--- config.mk ---
export PLATFORM = sky130hd
export DESIGN_NAME = adc_capture_sequencer
export DESIGN_NICKNAME = d
export VERILOG_FILES = /design/src/rtl/adc_capture_sequencer_pkg.sv /design/src/rtl/adc_capture_sequencer_serial_cfg_writer.sv /design/src/rtl/adc_capture_sequencer.sv
export SDC_FILE = /design/constraint.sdc
export NUM_CORES = 1
export LEC_CHECK = 0
export BUFFER_PORTS_ARGS = -buffer_cell sky130_fd_sc_hd__clkbuf_2
export CAP_MARGIN = 20
export CORE_ASPECT_RATIO = 1.5
export CORE_UTILIZATION = 55
export CTS_CLUSTER_DIAMETER = 80
export DETAILED_ROUTE_END_ITERATION = 6
export PLACE_DENSITY = 0.76
export SYNTH_ARGS = -nofsm -noshare
export SYNTH_HDL_FRONTEND = slang
export SYNTH_SLANG_ARGS = --single-unit
--- constraint.sdc ---
create_clock -name pl_clk -period 3.8 [get_ports pl_clk]
set_input_delay 0.19 -clock pl_clk [delete_from_list [all_inputs] [get_ports pl_clk]]
set_output_delay 0.19 -clock pl_clk [all_outputs]
set_load 0.01 [all_outputs]
--- src/rtl/adc_capture_sequencer_pkg.sv ---
// Shared RFSoC configuration: serial config width, gpio bit map and the
// capture-sequencer state/phase encodings.
package rfsoc_config;

   localparam int config_reg_width        = 16;

   localparam int sdata                   = 0;
   localparam int trigger_line            = 1;
   localparam int adc_num_cycle_count_clk = 2;
   localparam int adc_shift_val_clk       = 3;

   typedef enum logic [2:0] {
      IDLE, SEL_PRE, SHIFT_BIT, SEL_POST, TRIG, GAP, DONE
   } adc_seq_state_t;

   typedef enum logic [1:0] {
      CYC, SHIFT, CLR
   } adc_seq_phase_t;

endpackage

--- src/rtl/adc_capture_sequencer_serial_cfg_writer.sv ---
// One serial register write to the adc_driver: select frame, CFG_W bits LSB
// first with a centred strobe, then a one-cycle wr_done after select drops.
module serial_cfg_writer
   import rfsoc_config::*;
#(
   parameter int CFG_W     = config_reg_width,
   parameter int PHASE_CYC = 2
) (
   input  logic             pl_clk,
   input  logic             rst,
   input  logic             start,
   input  logic             abort,
   input  logic             strobe_sel,
   input  logic [CFG_W-1:0] data,
   output logic             select_out,
   output logic             ser_data,
   output logic             strobe_cyc,
   output logic             strobe_shift,
   output logic             wr_done
);

   localparam int SUB_W = (3*PHASE_CYC > 1) ? $clog2(3*PHASE_CYC) : 1;
   localparam int BIT_W = (CFG_W > 1) ? $clog2(CFG_W) : 1;
   localparam logic [SUB_W-1:0] SUB_LAST = SUB_W'(3*PHASE_CYC - 1);
   localparam logic [SUB_W-1:0] STB_ON   = SUB_W'(PHASE_CYC);
   localparam logic [SUB_W-1:0] STB_OFF  = SUB_W'(2*PHASE_CYC);
   localparam logic [BIT_W-1:0] BIT_LAST = BIT_W'(CFG_W - 1);

   adc_seq_state_t   state_q, n_state;
   logic [SUB_W-1:0] sub_q, n_sub;
   logic [BIT_W-1:0] bit_q, n_bit;
   logic [CFG_W-1:0] data_q, n_data;
   logic             sel_q, n_sel;
   logic             n_done, n_select, n_sdata, n_strobe;

   always_comb begin
      n_state = state_q;
      n_sub   = sub_q;
      n_bit   = bit_q;
      n_data  = data_q;
      n_sel   = sel_q;
      n_done  = 1'b0;
      case (state_q)
         IDLE: if (start) begin
            n_state = SEL_PRE;
            n_data  = data;
            n_sel   = strobe_sel;
         end
         SEL_PRE: begin
            n_state = SHIFT_BIT;
            n_sub   = '0;
            n_bit   = '0;
         end
         SHIFT_BIT: if (sub_q == SUB_LAST) begin
            n_sub = '0;
            if (bit_q == BIT_LAST) n_state = SEL_POST;
            else                   n_bit   = bit_q + 1'b1;
         end else begin
            n_sub = sub_q + 1'b1;
         end
         SEL_POST: begin
            n_state = IDLE;
            n_done  = 1'b1;
         end
         default: n_state = IDLE;
      endcase
      if (abort) begin
         n_state = IDLE;
         n_done  = 1'b0;
      end
      n_select = (n_state == SEL_PRE) || (n_state == SHIFT_BIT) || (n_state == SEL_POST);
      n_sdata  = (n_state == SHIFT_BIT) && n_data[n_bit];
      // strobe sits in the middle third of each bit so sdata is settled on both edges
      n_strobe = (n_state == SHIFT_BIT) && (n_sub >= STB_ON) && (n_sub < STB_OFF);
   end

   always_ff @(posedge pl_clk or negedge rst) begin
      if (!rst) begin
         state_q      <= IDLE;
         sub_q        <= '0;
         bit_q        <= '0;
         data_q       <= '0;
         sel_q        <= 1'b0;
         select_out   <= 1'b0;
         ser_data     <= 1'b0;
         strobe_cyc   <= 1'b0;
         strobe_shift <= 1'b0;
         wr_done      <= 1'b0;
      end else begin
         state_q      <= n_state;
         sub_q        <= n_sub;
         bit_q        <= n_bit;
         data_q       <= n_data;
         sel_q        <= n_sel;
         select_out   <= n_select;
         ser_data     <= n_sdata;
         strobe_cyc   <= n_strobe && !n_sel;
         strobe_shift <= n_strobe && n_sel;
         wr_done      <= n_done;
      end
   end

endmodule

--- src/rtl/adc_capture_sequencer.sv ---
// Capture sequencer: programs run cycles and shift, fires 2^shift triggers,
// then clears shift. Optional run_count output under ADC_SEQ_RUN_COUNT_EN.
module adc_capture_sequencer
   import rfsoc_config::*;
#(
   parameter int CFG_W     = config_reg_width,
   parameter int GPIO_W    = 16,
   parameter int PHASE_CYC = 2,
   parameter int TRIG_GAP  = 50
) (
   input  logic              pl_clk,
   input  logic              rst,
   input  logic              cmd_valid,
   output logic              cmd_ready,
   input  logic [CFG_W-1:0]  cmd_run_cycles,
   input  logic [3:0]        cmd_shift,
   input  logic              abort,
   output logic [GPIO_W-1:0] gpio_ctrl,
   output logic              select_out,
   output logic              busy,
   output logic              done
`ifdef ADC_SEQ_RUN_COUNT_EN
   ,
   output logic [31:0]       run_count
`endif
);

   localparam int GAP_W = (TRIG_GAP > 1) ? $clog2(TRIG_GAP) : 1;
   localparam logic [GAP_W-1:0] GAP_LAST = GAP_W'(TRIG_GAP - 1);

   // SEL_PRE in this FSM covers the whole delegated write plus its trailing select-low cycle
   adc_seq_state_t   state_q, n_state;
   adc_seq_phase_t   phase_q, n_phase;
   logic [3:0]       shift_q, n_shift;
   logic [15:0]      cnt_q, n_cnt;
   logic [GAP_W-1:0] gap_q, n_gap;
   logic             trig_q;
   logic             wr_start, wr_sel, wr_abort, wr_done;
   logic [CFG_W-1:0] wr_data;
   logic             w_sdata, w_stb_cyc, w_stb_shift;
   logic [15:0]      target;

   assign target   = 16'd1 << shift_q;
   assign wr_abort = abort && (state_q != IDLE);

   always_comb begin
      n_state  = state_q;
      n_phase  = phase_q;
      n_shift  = shift_q;
      n_cnt    = cnt_q;
      n_gap    = gap_q;
      wr_start = 1'b0;
      wr_sel   = 1'b0;
      wr_data  = '0;
      case (state_q)
         IDLE: if (cmd_valid) begin
            n_state  = SEL_PRE;
            n_phase  = CYC;
            n_shift  = cmd_shift;
            n_cnt    = '0;
            wr_start = 1'b1;
            wr_data  = cmd_run_cycles;
         end
         SEL_PRE: if (wr_done) begin
            case (phase_q)
               CYC: begin
                  n_phase  = SHIFT;
                  wr_start = 1'b1;
                  wr_sel   = 1'b1;
                  wr_data  = CFG_W'(shift_q);
               end
               SHIFT:   n_state = TRIG;
               default: n_state = DONE;
            endcase
         end
         TRIG: begin
            n_state = GAP;
            n_cnt   = cnt_q + 16'd1;
            n_gap   = '0;
         end
         GAP: if (gap_q == GAP_LAST) begin
            if (cnt_q == target) begin
               n_state  = SEL_PRE;
               n_phase  = CLR;
               wr_start = 1'b1;
               wr_sel   = 1'b1;
            end else begin
               n_state = TRIG;
            end
         end else begin
            n_gap = gap_q + 1'b1;
         end
         DONE:    n_state = IDLE;
         default: n_state = IDLE;
      endcase
      if (wr_abort) begin
         n_state  = IDLE;
         wr_start = 1'b0;
      end
   end

   always_ff @(posedge pl_clk or negedge rst) begin
      if (!rst) begin
         state_q   <= IDLE;
         phase_q   <= CYC;
         shift_q   <= '0;
         cnt_q     <= '0;
         gap_q     <= '0;
         trig_q    <= 1'b0;
         busy      <= 1'b0;
         done      <= 1'b0;
         cmd_ready <= 1'b1;
      end else begin
         state_q   <= n_state;
         phase_q   <= n_phase;
         shift_q   <= n_shift;
         cnt_q     <= n_cnt;
         gap_q     <= n_gap;
         trig_q    <= (n_state == TRIG);
         busy      <= (n_state != IDLE);
         done      <= (n_state == DONE);
         cmd_ready <= (n_state == IDLE);
      end
   end

`ifdef ADC_SEQ_RUN_COUNT_EN
   always_ff @(posedge pl_clk or negedge rst) begin
      if (!rst)                  run_count <= '0;
      else if (n_state == DONE)  run_count <= run_count + 32'd1;
   end
`endif

   serial_cfg_writer #(
      .CFG_W     (CFG_W),
      .PHASE_CYC (PHASE_CYC)
   ) u_writer (
      .pl_clk       (pl_clk),
      .rst          (rst),
      .start        (wr_start),
      .abort        (wr_abort),
      .strobe_sel   (wr_sel),
      .data         (wr_data),
      .select_out   (select_out),
      .ser_data     (w_sdata),
      .strobe_cyc   (w_stb_cyc),
      .strobe_shift (w_stb_shift),
      .wr_done      (wr_done)
   );

   always_comb begin
      gpio_ctrl                          = '0;
      gpio_ctrl[sdata]                   = w_sdata;
      gpio_ctrl[trigger_line]            = trig_q;
      gpio_ctrl[adc_num_cycle_count_clk] = w_stb_cyc;
      gpio_ctrl[adc_shift_val_clk]       = w_stb_shift;
   end

endmodule

=== Word level (Yosys, flattened, before mapping) ===
Cells that the tools add are included.

* Register bits: 67
* Bits of input ports: 24
* Logic and storage cells: 118
* Output and inout bits: 20

* Eq/ne operators: 22
* Magnitude comparators: 3
* $add $sub $neg: 4
* Shift operators: 1
* Reduce and logical (&&, ||, !) cells: 22
* Mux-type cells: 47

{| class="wikitable"
|+ Operator list
! cell !! number
|-
| $mux 16 || 4
|-
| $pmux 16 s2 || 2
|-
| $mux 3 || 10
|-
| $add 16x1->16 const B || 1
|-
| $eq 16x16->1 || 1
|-
| $mux 4 || 4
|-
| $shl 1x4->16 const A || 1
|-
| $eq 3x3->1 const B || 5
|-
| $eq 3x2->1 const B || 4
|-
| $pmux 3 s2 || 2
|-
| $pmux 3 s4 || 1
|-
| $pmux 6 s2 || 1
|-
| $mux 1 || 11
|-
| $mux 2 || 5
|-
| $ne 2x2->1 const B || 5
|-
| $eq 3x1->1 const B || 3
|-
| $logic_not 3->1 || 3
|-
| $pmux 3 s3 || 1
|-
| $reduce_bool 3->1 || 3
|-
| $pmux 4 s2 || 1
|-
| $add 6x1->6 const B || 1
|-
| $eq 6x6->1 const B || 1
|-
| $logic_and 1x1->1 || 6
|-
| $mux 6 || 1
|-
| other kinds (18) || 22
|}

=== Logic depth before layout (Yosys ltp) ===
Gate-level depths: netlist of run 1.

* Depth in word-level cells: 13
* Depth in mapped cells: 11
* Depth with buffers taken out: 11

=== Hierarchy ===
A second synthesis of run 1 with hierarchy kept.

* Cells, all modules: 499
* Area, all modules: 4325.4 um2

{| class="wikitable"
|+ Modules (own cells, without submodules)
! module !! area each (um2) !! instances !! cells an instance !! seq. area each (um2)
|-
| adc_capture_sequencer || 2418.6 || 1 || 284 || 877.1
|-
| serial_cfg_writer || 1906.8 || 1 || 215 || 800.8
|}

=== Worst setup path before layout of run 1 ===
Ideal clock, no wire load.

* Path type: reg-to-reg
* Start point: reg u_writer.bit_q[0]
* End point: reg u_writer.ser_data
* Arrival: 2.400 ns
* Setup slack: 1.304 ns
* Stages on the path, launching flop included: 11
* Data required time: 3.705 ns
* Library setup time: 0.095 ns
* Buffers on the path: 0
* Cell sequence: dfrtp_1 -> ha_1 -> nand3_1 -> a21oi_2 -> nand2b_4 -> mux2i_4 -> inv_1 -> a2111oi_4 -> a2111oi_1 -> or4_1 -> o31ai_1

* Cells in the longest elaborated chain, start to end: 7
* Elaborated cells between the ends (all ways): 13

{| class="wikitable"
|+ Ends and longest elaborated chain
! what !! RTL line !! text
|-
| start, declared || adc_capture_sequencer_serial_cfg_writer.sv:31 || <nowiki>logic [BIT_W-1:0] bit_q, n_bit;</nowiki>
|-
| start signal, assigned || adc_capture_sequencer_serial_cfg_writer.sv:92 || <nowiki>bit_q <= n_bit;</nowiki>
|-
| $add 4x1->4 / $eq 4x4->1 (equally long branches) || adc_capture_sequencer_serial_cfg_writer.sv:57, adc_capture_sequencer_serial_cfg_writer.sv:56 ||
|-
| $mux 4 || adc_capture_sequencer_serial_cfg_writer.sv:56 || <nowiki>if (bit_q == BIT_LAST) n_state = SEL_POST;</nowiki>
|-
| $mux 4 || adc_capture_sequencer_serial_cfg_writer.sv:54 || <nowiki>SHIFT_BIT: if (sub_q == SUB_LAST) begin</nowiki>
|-
| $pmux 4 s2 (*) || adc_capture_sequencer_serial_cfg_writer.sv:43 || <nowiki>case (state_q)</nowiki>
|-
| named net u_writer.n_bit[0] || adc_capture_sequencer_serial_cfg_writer.sv:31 ||
|-
| $bmux 1 s4 (*) || adc_capture_sequencer_serial_cfg_writer.sv:72 || <nowiki>n_sdata = (n_state == SHIFT_BIT) && n_data[n_bit];</nowiki>
|-
| $mux 1 (not written as such) (*) || adc_capture_sequencer_serial_cfg_writer.sv:72 ||
|-
| $logic_and 1x1->1 (*) || adc_capture_sequencer_serial_cfg_writer.sv:72 ||
|-
| named net u_writer.n_sdata || adc_capture_sequencer_serial_cfg_writer.sv:34 || <nowiki>logic n_done, n_select, n_sdata, n_strobe;</nowiki>
|-
| end signal, assigned || adc_capture_sequencer_serial_cfg_writer.sv:96 || <nowiki>ser_data <= n_sdata;</nowiki>
|-
| end, declared || adc_capture_sequencer_serial_cfg_writer.sv:16 || <nowiki>output logic ser_data,</nowiki>
|}

The timed path passes the listed nets; every way through them passes the cells marked *. The select of a mux whose other input is x is not followed.
A chain may end at the register's enable or synchronous reset.

=== Final worst setup path of run 1 ===
* Start point: reg shift_q[1]
* End point: reg u_writer.ser_data

* Cells in the longest elaborated chain, start to end: 11
* Elaborated cells between the ends (all ways): 18

{| class="wikitable"
|+ Ends and longest elaborated chain
! what !! RTL line !! text
|-
| start, declared || adc_capture_sequencer.sv:34 || <nowiki>logic [3:0] shift_q, n_shift;</nowiki>
|-
| start signal, assigned || adc_capture_sequencer.sv:116 || <nowiki>shift_q <= n_shift;</nowiki>
|-
| $shl 1x4->16 || adc_capture_sequencer.sv:43 || <nowiki>assign target = 16'd1 << shift_q;</nowiki>
|-
| $eq 16x16->1 || adc_capture_sequencer.sv:82 || <nowiki>if (cnt_q == target) begin</nowiki>
|-
| $mux 1 || adc_capture_sequencer.sv:82 ||
|-
| $mux 1 || adc_capture_sequencer.sv:81 || <nowiki>GAP: if (gap_q == GAP_LAST) begin</nowiki>
|-
| $pmux 1 s3 || adc_capture_sequencer.sv:55 || <nowiki>case (state_q)</nowiki>
|-
| $mux 1 || adc_capture_sequencer.sv:96 || <nowiki>if (wr_abort) begin</nowiki>
|-
| $mux 16 / $mux 3 (equally long branches) || adc_capture_sequencer_serial_cfg_writer.sv:44 || <nowiki>IDLE: if (start) begin</nowiki>
|-
| $mux 16 / $pmux 3 s3 (equally long branches) || adc_capture_sequencer_serial_cfg_writer.sv:43 ||
|-
| $bmux 1 s4 / $mux 3 (equally long branches) || adc_capture_sequencer_serial_cfg_writer.sv:72, adc_capture_sequencer_serial_cfg_writer.sv:67 ||
|-
| $mux 1 (not written as such) / $eq 3x2->1 (equally long branches) || adc_capture_sequencer_serial_cfg_writer.sv:72 ||
|-
| $logic_and 1x1->1 (*) || adc_capture_sequencer_serial_cfg_writer.sv:72 ||
|-
| named net u_writer.n_sdata || adc_capture_sequencer_serial_cfg_writer.sv:34 ||
|}

Marked as above.

==> impl_results.md, run 1 <==
- I/O Buffers: 31
- Count of hold-fix buffers inserted at cts: 0
- TNS Setup: 0 ns
- Chip Width: 69.7 µm
- Final Hold Vio Count: 0
- Die ar.: 7220 µm²
- Inserted Diodes: 0
- Total wire length: 8110 µm
- PwrDens: 544 nW/µm²
- Fin nets: 459
- Clock tree sinks: 67
- Cell variety after synth: 63
- Slew Limit Fails: 0
- Syn_area_per_cell: 9.36 µm²
- Buf/Inv on CP: 0
- EDFF count, synth: 0
- FMAX: 319 MHz
- Post-route clock skew: 0.00946 ns
- Hold Worst Slack: 0.0434 ns
- Fillers: 589
- Worst-margin pin slew: 0.772 ns
- CTS resizes: 0
- All-layer global routing usage: 24.3%
- Critical path class: reg -> reg
- HP Class: in -> reg
- Clock slew at reported path FFs: 0.07 ns
- WL per Instance: 15.9 µm
- Chip height: 104 µm
- Num ports: 44
- CTS tree: done
- GPL Wtd Cong: 0.882
- Post-Syn Instances: 404
- Crit path arrival time: 3.39 ns
- Synth-to-layout area growth: 8.07%
- Power Total: 2.22 mW
- Routed vias/inst: 5.98
- DPL Wire Length: 5820 µm
- Share of cells above drive strength 1: 15.5%
- Count leader, synth: dfrtp_1
- Antenna violations before repair: 0
- Fin area: 4090 µm²
- First-pass iteration count of the detailed router: 4
- Slew margin rel.: 48.3%
- Worst slack, placed: 0.703 ns
- Post-CTS setup repair buffer count: 0
- VDD IR max: 0.298 mV
- FF+latch count, synth: 67
- Cell Area, Placed: 3910 µm²
- Rows: 36
- Pleak: 1.88 nW
- Grt total ovfl: 0
- Clock buffer count from CTS: 9
- Period minus WS final: 3.14 ns
- Post-synthesis sequential area ratio: 44.4%
- Slowest stage delay, CP: 0.65 ns
- Largest net degree at the start of global routing: 49
- Clk root buf: clkbuf_8
- Global-route wire length before repair: 13,900 µm
- RSZ-0062 raised after global routing: false
- Vias: 3,045
- CP cell instances: and4b_1 > o21ai_0 > nand3_1 > and4_1 > nand4_1 > a21o_1 > a2111oi_1 > or4_1 > o31ai_1
- Critical path required time: 4.06 ns
- Worst setup margin: 0.664 ns
- CP Launch Type: register
- Max Buffers Root-to-Sink: 2
- Final core occ: 62.1%
- Vias in the first global route: 2,911
- Synth Warn #: 0
- Post-synth top area share: 43.7%
- Final period util: 82.5%
- Skew-Pair Late Insertion Delay: 0.35 ns
- Layout Cells excl Fill: 509
- Status: finished, final reports clean
- Register area: 1680 µm²
- Placeable Area: 6580 µm²
- Worst path slowest cell: a21o_1
- Top cell types by occurrence after synthesis: dfrtp_1, nand2_1, o21ai_0
- Setup crit end kind: register
- Drt first-iter violations: 225
- Area occupied by multi-input gates: 1920 µm²
- Post-synth ARST share: 100%
- Crit-path leading delay family: simple AND/OR/NAND/NOR gates
- Top_reg_cell synth: dfrtp_1
- Placed Cells: 494
- Synth top area cells: dfrtp_1, nand2_1, o21ai_0, a22o_1, buf_4
- Post-DRT Antenna Nets: 0
- Drt drc: 0
- Crit-path max FO: 25
- Post-Syn Area: 3780 µm²
- Initial core utilization: 57.5%
- Yosys top cell by area: dfrtp_1
- MaxCap Viol Count: 0
- H-tree Lvls: 3
- Final Setup Violations: 0
final cells by class:
| cell class | count | area share, % |
|---|---|---|
| Multi-Input combinational cell | 306 | 47.0 |
| Sequential cell | 67 | 41.1 |
| Timing Repair Buffer | 35 | 4.90 |
| Clock buffer | 13 | 3.64 |
| Tap cell | 76 | 2.33 |
| Inverter | 12 | 1.10 |
cell usage in the layout, fill, tap and decap left out, types with 5 or more instances in the layout:
| cell type | instances |
|---|---|
| a21oi_1 | 9 |
| a22o_1 | 14 |
| a31oi_1 | 6 |
| and3_1 | 6 |
| clkbuf_2 | 30 |
| clkbuf_8 | 10 |
| conb_1 | 13 |
| dfrtp_1 | 66 |
| inv_1 | 12 |
| mux2i_1 | 10 |
| nand2_1 | 50 |
| nand2b_1 | 5 |
| nand3_1 | 19 |
| nand4_1 | 7 |
| nor2_1 | 28 |
| nor2b_1 | 7 |
| nor3_1 | 7 |
| nor3b_1 | 6 |
| o21ai_0 | 36 |
path summary, 6_finish.rpt:
check | start | endpoint | slack (ns) | cells past startpoint
max | shift_q[1] | u_writer.ser_data | 0.66 | 9
min | cmd_shift[3] | shift_q[3] | 0.04 | 3
max reg2reg | shift_q[1] | u_writer.ser_data | 0.66 | 9
min reg2reg | u_writer.data_q[9] | u_writer.data_q[9] | 0.48 | 2
max in group asynchronous | rst | cmd_ready | 3.00 | 3
min in group asynchronous | rst | u_writer.select_out | 0.23 | 2
registers in the layout, summed over array words and instances, names as in the netlist, 3 cells and up:
register / count
u_writer.data_q: 16
u_writer.state_q: 3
gap_q: 6
shift_q: 4
u_writer.bit_q: 4
cnt_q: 16
state_q: 3
u_writer.sub_q: 3
where the power goes:
part           leakage (nW)  switching, mW  internal [mW]
Sequential            0.891          0.189          0.874
Combinational         0.913          0.366          0.306
Clock                0.0754          0.242          0.245
metal layers:
| metal | vias to the layer above | global-route usage [%] | routed length (µm) | part of all wire, % |
|---|---|---|---|---|
| met3 | 17 | 5.93 | 269 | 3.3 |
| li1 | 1495 | - | - | - |
| met4 | 0 | 11.9 | 194 | 2.4 |
| met5 | - | 0 | 0 | 0 |
| met2 | 62 | 39.6 | 4190 | 52 |
| met1 | 1471 | 30.0 | 3450 | 43 |
cells by family after synthesis:
| group | share of synthesized area [%] |
|---|---|
| AOI/OAI and AO/OA | 17.2 |
| xor gates and xnor gates | 0.927 |
| adders and majority gates | 1.32 |
| buffers and inverters | 6.06 |
| DFF | 44.4 |
| muxes | 5.03 |
| other | 0.0992 |
| and+or+nand+nor | 25.0 |
tightest hold or removal path, stage by stage:
cell and delay [ns]:
clkbuf_2 0.08, nand2_1 0.04, nand2_1 0.05
No activity file was read; power rests on OpenSTA's default activity.
==> inputs of run 2 (changes only) <==
clock period = 2.9 ns   (was 3.8 ns; I/O delays follow)
==> run 2 against run 1 <==
Final area is 4.9% higher; critical path depth stayed put; cell count is 4.5% higher; worst setup slack worse by 0.47 ns.
==> impl_results.md, run 2 (synthesis gave the netlist of run 1 again) <==
- Status: finished, final reports clean (unchanged)
- Most common cell after layout, fill and taps aside: dfrtp_1 (unchanged)
- FMAX: 369 MHz (was 319 MHz)
- Fillers: 546 (was 589)
- Vias: 3,121 (was 3,045)
- Buf/Inv on CP: 0 (unchanged)
- Skew-Pair Late Insertion Delay: 0.36 ns (was 0.35 ns)
- Final period util: 93.4% (was 82.5%)
- Slew margin rel.: 51.2% (was 48.3%)
- Fin nets: 479 (was 459)
- Chip Width: 69.7 µm (unchanged)
- Post-route clock skew: 0.0101 ns (was 0.00946 ns)
- CTS tree: done (unchanged)
- Clock tree sinks: 67 (unchanged)
- Crit-path max FO: 6 (was 25)
- Placeable Area: 6580 µm² (unchanged)
- Die ar.: 7220 µm² (unchanged)
- WL per Instance: 16.1 µm (was 15.9 µm)
- Register area: 1680 µm² (about the same)
- Share of cells above drive strength 1: 19.5% (was 15.5%)
- Vias in the first global route: 3,050 (was 2,911)
- R2R Path End: u_writer.ser_data (unchanged)
- Period minus WS final: 2.71 ns (was 3.14 ns)
- Global-route wire length before repair: 14,100 µm (was 13,900 µm)
- Post-DRT Antenna Nets: 0 (unchanged)
- Setup crit end kind: register (unchanged)
- Final Setup Violations: 0 (unchanged)
- Fin area: 4290 µm² (was 4090 µm²)
- TNS Setup: 0 ns (unchanged)
- Depth of the worst register-to-register path: 9 (unchanged)
- GPL Wtd Cong: 0.901 (was 0.882)
- Worst-margin pin slew: 0.730 ns (was 0.772 ns)
- Area occupied by multi-input gates: 1940 µm² (was 1920 µm²)
- Commonest cells after routing, fill and taps aside: dfrtp_1, nand2_1, o21ai_0 (unchanged)
- Slowest stage delay, CP: 0.49 ns (was 0.65 ns)
- R2R Setup Slk: 0.19 ns (was 0.66 ns)
- Worst r2r src: u_writer.state_q[0] (was shift_q[1])
- Drt drc: 0 (unchanged)
- Hold Path Depth: 2 (was 3)
- Clock buffer count from CTS: 9 (unchanged)
- Worst Hold End: u_writer.data_q[15] (was shift_q[3])
- DPL Wire Length: 6300 µm (was 5820 µm)
- Inserted Diodes: 0 (unchanged)
- Cell Area, Placed: 4030 µm² (was 3910 µm²)
- Routed vias/inst: 5.87 (was 5.98)
- Crit-path leading delay family: simple AND/OR/NAND/NOR gates (unchanged)
- Clock slew at reported path FFs: 0.07 ns (about the same)
- Worst path slowest cell: or4_1 (was a21o_1)
- Pleak: 1.98 nW (was 1.88 nW)
- Final core occ: 65.2% (was 62.1%)
- Initial core utilization: 57.5% (unchanged)
- PwrDens: 712 nW/µm² (was 544 nW/µm²)
- HP Class: in -> reg (unchanged)
- Hold_sp: cmd_run_cycles[15] (was cmd_shift[3])
- Max Buffers Root-to-Sink: 2 (unchanged)
- Final Hold Vio Count: 0 (unchanged)
- Drt first-iter violations: 292 (was 225)
- Placed Cells: 510 (was 494)
- Clk root buf: clkbuf_8 (unchanged)
- MaxCap Viol Count: 0 (unchanged)
- Slew Limit Fails: 0 (unchanged)
- Layout Cells excl Fill: 532 (was 509)
- All-layer global routing usage: 24.9% (was 24.3%)
- Critical path required time: 3.16 ns (was 4.06 ns)
- Crit path arrival time: 2.97 ns (was 3.39 ns)
- Grt total ovfl: 0 (unchanged)
- Antenna violations before repair: 0 (unchanged)
- CP cell instances: or3b_4 > a21oi_2 > nand2b_4 > mux2i_4 > and2_4 > a2111oi_4 > a2111oi_1 > or4_1 > o31ai_1 (was and4b_1 > o21ai_0 > nand3_1 > and4_1 > nand4_1 > a21o_1 > a2111oi_1 > or4_1 > o31ai_1)
- VDD IR max: 0.331 mV (was 0.298 mV)
- Num ports: 44 (unchanged)
- Largest net degree at the start of global routing: 30 (was 49)
- Biggest regs: cnt_q x16, u_writer.data_q x16, gap_q x6 (unchanged)
- H-tree Lvls: 3 (unchanged)
- Synth-to-layout area growth: 13.4% (was 8.07%)
- RSZ-0062 raised after global routing: false (unchanged)
- Rows: 36 (unchanged)
- First-pass iteration count of the detailed router: 4 (unchanged)
- CP Launch Type: register (unchanged)
- Critical path class: reg -> reg (unchanged)
- Stages on the worst setup path: 9 (unchanged)
- Total wire length: 8550 µm (was 8110 µm)
- I/O Buffers: 31 (unchanged)
- Chip height: 104 µm (unchanged)
-- run 2: cell types whose count changed in the layout (fill, tap and decap cells not counted), sizes merged --
cell,previous run,this run
clkinv,0,2
clkbuf,43,44
buf,4,19
dlygate4sd3,1,6
-- run 2: power by group --
group	internal, mW	switching (mW)
Clock	0.355	0.351
Combinational	0.455	0.530
Sequential	1.15	0.212
-- run 2: cell type report --
type                    instances  area share, %
clock inverters                 2          0.234
inverters                      12           1.05
multi-input cells             306           45.4
repair buffers                 55           8.17
well taps                      76           2.22
flip-flops and latches         67           39.2
clock buffers                  14           3.79
-- run 2: repair_timing --
item,CTS,global route
endpoints found under the hold margin,25,0
hold buffers,6,0
setup buffers,0,0
endpoints found under the setup margin,0,1
resized for setup,0,6
-- run 2: stage by stage --
| stage | total power [mW] | hold WS [ns] | setup slack [ns] |
|---|---|---|---|
| floorplan | 2.06 | -0.151 | 0.404 |
| global placement | 2.30 | 0.126 | 0.259 |
| detailed placement | 2.34 | 0.129 | 0.199 |
| CTS | 3.06 | 0.00988 | 0.142 |
| global route | 3.23 | 0.0259 | 0.0248 |
| finish | 3.05 | 0.0221 | 0.190 |
-- run 2: worst max path at each step --
stage	start	endpoint	slack [ns]
detailed placement	state_q[2]	u_writer.ser_data	0.20
finish	u_writer.state_q[0]	u_writer.ser_data	0.19
global route	state_q[2]	u_writer.ser_data	0.02
global placement	shift_q[3]	u_writer.ser_data	0.26
floorplan	u_writer.bit_q[0]	u_writer.ser_data	0.40
CTS	state_q[2]	u_writer.ser_data	0.14
-- run 2: layer usage --
metal	vias to the layer above	track usage, %	wire, µm
met5	-	0	0
met4	0	11.9	202
met3	16	5.16	311
met2	67	42.5	4530
met1	1495	29.6	3500
li1	1543	-	-
==> inputs of run 3 (changes only) <==
clock period = 3.1 ns   (was 2.9 ns; I/O delays follow)
==> run 3 against run 2 <==
Cell count decreased by 1.5%; combinational power down 9.6%; die area unchanged; utilization shrank 0.97 points; via count about the same; sequential power down 6%; first-iteration DRC count down 58%.
==> impl_results.md, run 3 (synthesis gave the netlist of run 1 again) <==
- Slew Limit Fails: 0 (unchanged)
- Buf/Inv on CP: 1 (was 0)
- Clock tree sinks: 67 (unchanged)
- Num ports: 44 (unchanged)
- Post-DRT Antenna Nets: 0 (unchanged)
- Chip Width: 69.7 µm (unchanged)
- Grt total ovfl: 0 (unchanged)
- Slowest stage delay, CP: 0.54 ns (was 0.49 ns)
- Worst r2r src: shift_q[2] (was u_writer.state_q[0])
- Fin nets: 471 (was 479)
- Setup crit end kind: register (unchanged)
- Commonest cells after routing, fill and taps aside: dfrtp_1, nand2_1, o21ai_0 (unchanged)
- Worst setup path start: shift_q[2] (was u_writer.state_q[0])
- Clock buffer count from CTS: 9 (unchanged)
- Layout Cells excl Fill: 524 (was 532)
- Drt drc: 0 (unchanged)
- CP cell instances: and2_1 > nor3_1 > o32ai_1 > and4_1 > nand4_1 > a21o_1 > buf_4 > a2111oi_1 > or3_1 > o31ai_1 (was or3b_4 > a21oi_2 > nand2b_4 > mux2i_4 > and2_4 > a2111oi_4 > a2111oi_1 > or4_1 > o31ai_1)
- Placeable Area: 6580 µm² (unchanged)
- GPL Wtd Cong: 0.897 (was 0.901)
- Rows: 36 (unchanged)
- Routed vias/inst: 5.95 (was 5.87)
- Inserted Diodes: 0 (unchanged)
- MaxCap Viol Count: 0 (unchanged)
- Final period util: 91.4% (was 93.4%)
- Post-route clock skew: 0.00624 ns (was 0.0101 ns)
- TNS Setup: 0 ns (unchanged)
- Fillers: 552 (was 546)
- Synth-to-layout area growth: 11.7% (was 13.4%)
- Drt first-iter violations: 123 (was 292)
- Largest net degree at the start of global routing: 36 (was 30)
- Critical path required time: 3.34 ns (was 3.16 ns)
- Period minus WS final: 2.83 ns (was 2.71 ns)
- Max Buffers Root-to-Sink: 2 (unchanged)
- Clk root buf: clkbuf_8 (unchanged)
- RSZ-0062 raised after global routing: false (unchanged)
- Clock slew at reported path FFs: 0.07 ns (about the same)
- Vias in the first global route: 3,108 (was 3,050)
- Crit path arrival time: 3.07 ns (was 2.97 ns)
- Global-route wire length before repair: 14,400 µm (was 14,100 µm)
- Final Hold Vio Count: 0 (unchanged)
- Hold_sp: cmd_shift[1] (was cmd_run_cycles[15])
- Final core occ: 64.2% (was 65.2%)
- DPL Wire Length: 6070 µm (was 6300 µm)
- Pleak: 1.95 nW (was 1.98 nW)
- Worst path slowest cell: dfrtp_1 (was or4_1)
- WL per Instance: 16.0 µm (was 16.1 µm)
- Vias: 3,119 (was 3,121)
- Die ar.: 7220 µm² (unchanged)
- Chip height: 104 µm (unchanged)
- Power Total: 2.90 mW (was 3.05 mW)
- Skew-Pair Late Insertion Delay: 0.35 ns (was 0.36 ns)
- FMAX: 353 MHz (was 369 MHz)
- Final Setup Violations: 0 (unchanged)
- Critical path class: reg -> reg (unchanged)
- Total wire length: 8400 µm (was 8550 µm)
- CP Launch Type: register (unchanged)
- Placed Cells: 504 (was 510)
- Antenna violations before repair: 0 (unchanged)
- PwrDens: 686 nW/µm² (was 712 nW/µm²)
- H-tree Lvls: 3 (unchanged)
- CTS tree: done (unchanged)
- VDD IR max: 0.394 mV (was 0.331 mV)
- Cell Area, Placed: 3980 µm² (was 4030 µm²)
- Biggest regs: cnt_q x16, u_writer.data_q x16, gap_q x6 (unchanged)
- All-layer global routing usage: 25.2% (was 24.9%)
- HP Class: in -> reg (unchanged)
- Most common cell after layout, fill and taps aside: dfrtp_1 (unchanged)
- First-pass iteration count of the detailed router: 4 (unchanged)
- Status: finished, final reports clean (unchanged)
- Fin area: 4220 µm² (was 4290 µm²)
- I/O Buffers: 31 (unchanged)
- Initial core utilization: 57.5% (unchanged)
- Share of cells above drive strength 1: 18.8% (was 19.5%)
- Crit-path max FO: 15 (was 6)
- Crit-path leading delay family: compound AO/OA/AOI/OAI gates (was simple AND/OR/NAND/NOR gates)
-- run 3: metal layers --
layer	up-vias	share of wire (%)	GRT usage, %
met5	-	0	0
met4	0	3.6	14.4
met3	24	3.1	4.67
met2	61	52	41.8
met1	1515	42	30.5
li1	1519	-	-
-- run 3: worst reg2reg max path, stage by stage (launching register included) --
cell and delay [ns]:
dfrtp_1 0.54, and2_1 0.27, nor3_1 0.07, o32ai_1 0.24, and4_1 0.28, nand4_1 0.12, a21o_1 0.34, buf_4 0.25
a2111oi_1 0.38, or3_1 0.17, o31ai_1 0.06
-- run 3: final cells by class --
type	instances	area, µm²	share of cell area, %
Timing Repair Buffer	47	285	6.76
Tap cell	76	95.1	2.25
Multi-Input combinational cell	306	1920	45.5
Inverter	12	45.0	1.07
Clock inverter	5	52.6	1.24
Clock buffer	11	141	3.35
Sequential cell	67	1680	39.8
-- run 3: through the flow --
| stage | hold slack (ns) | worst slack [ns] |
|---|---|---|
| floorplan | -0.141 | 0.604 |
| global placement | 0.0321 | 0.379 |
| detailed placement | 0.0373 | 0.222 |
| CTS | 0.00116 | 0.210 |
| global route | 0.0184 | 0.0236 |
| finish | 0.00821 | 0.268 |
-- run 3: timing repair --
item	CTS	global route
endpoints found under the setup margin	0	1
hold buffers	4	0
gates resized for setup	0	4
hold endpoints to repair	12	0
setup buffers	0	0
-- run 3: where the power goes --
group,internal [mW],leakage [nW],total (mW),switching [mW]
clock,0.389,0.0991,0.722,0.333
sequential,1.07,0.889,1.28,0.211
combinational,0.408,0.965,0.890,0.482
total,1.87,1.95,2.90,1.02
-- run 3: worst paths after layout --
path / slack (ns) / to / cells after the start
worst min-delay path: 0.008 / shift_q[1] / 3
max in group asynchronous: 2.14 / shift_q[0] / 3
worst max-delay path: 0.27 / u_writer.ser_data / 10
worst max register to register: 0.27 / u_writer.ser_data / 10
min in group asynchronous: 0.20 / u_writer.ser_data / 2
worst min register to register: 0.49 / u_writer.data_q[0] / 2
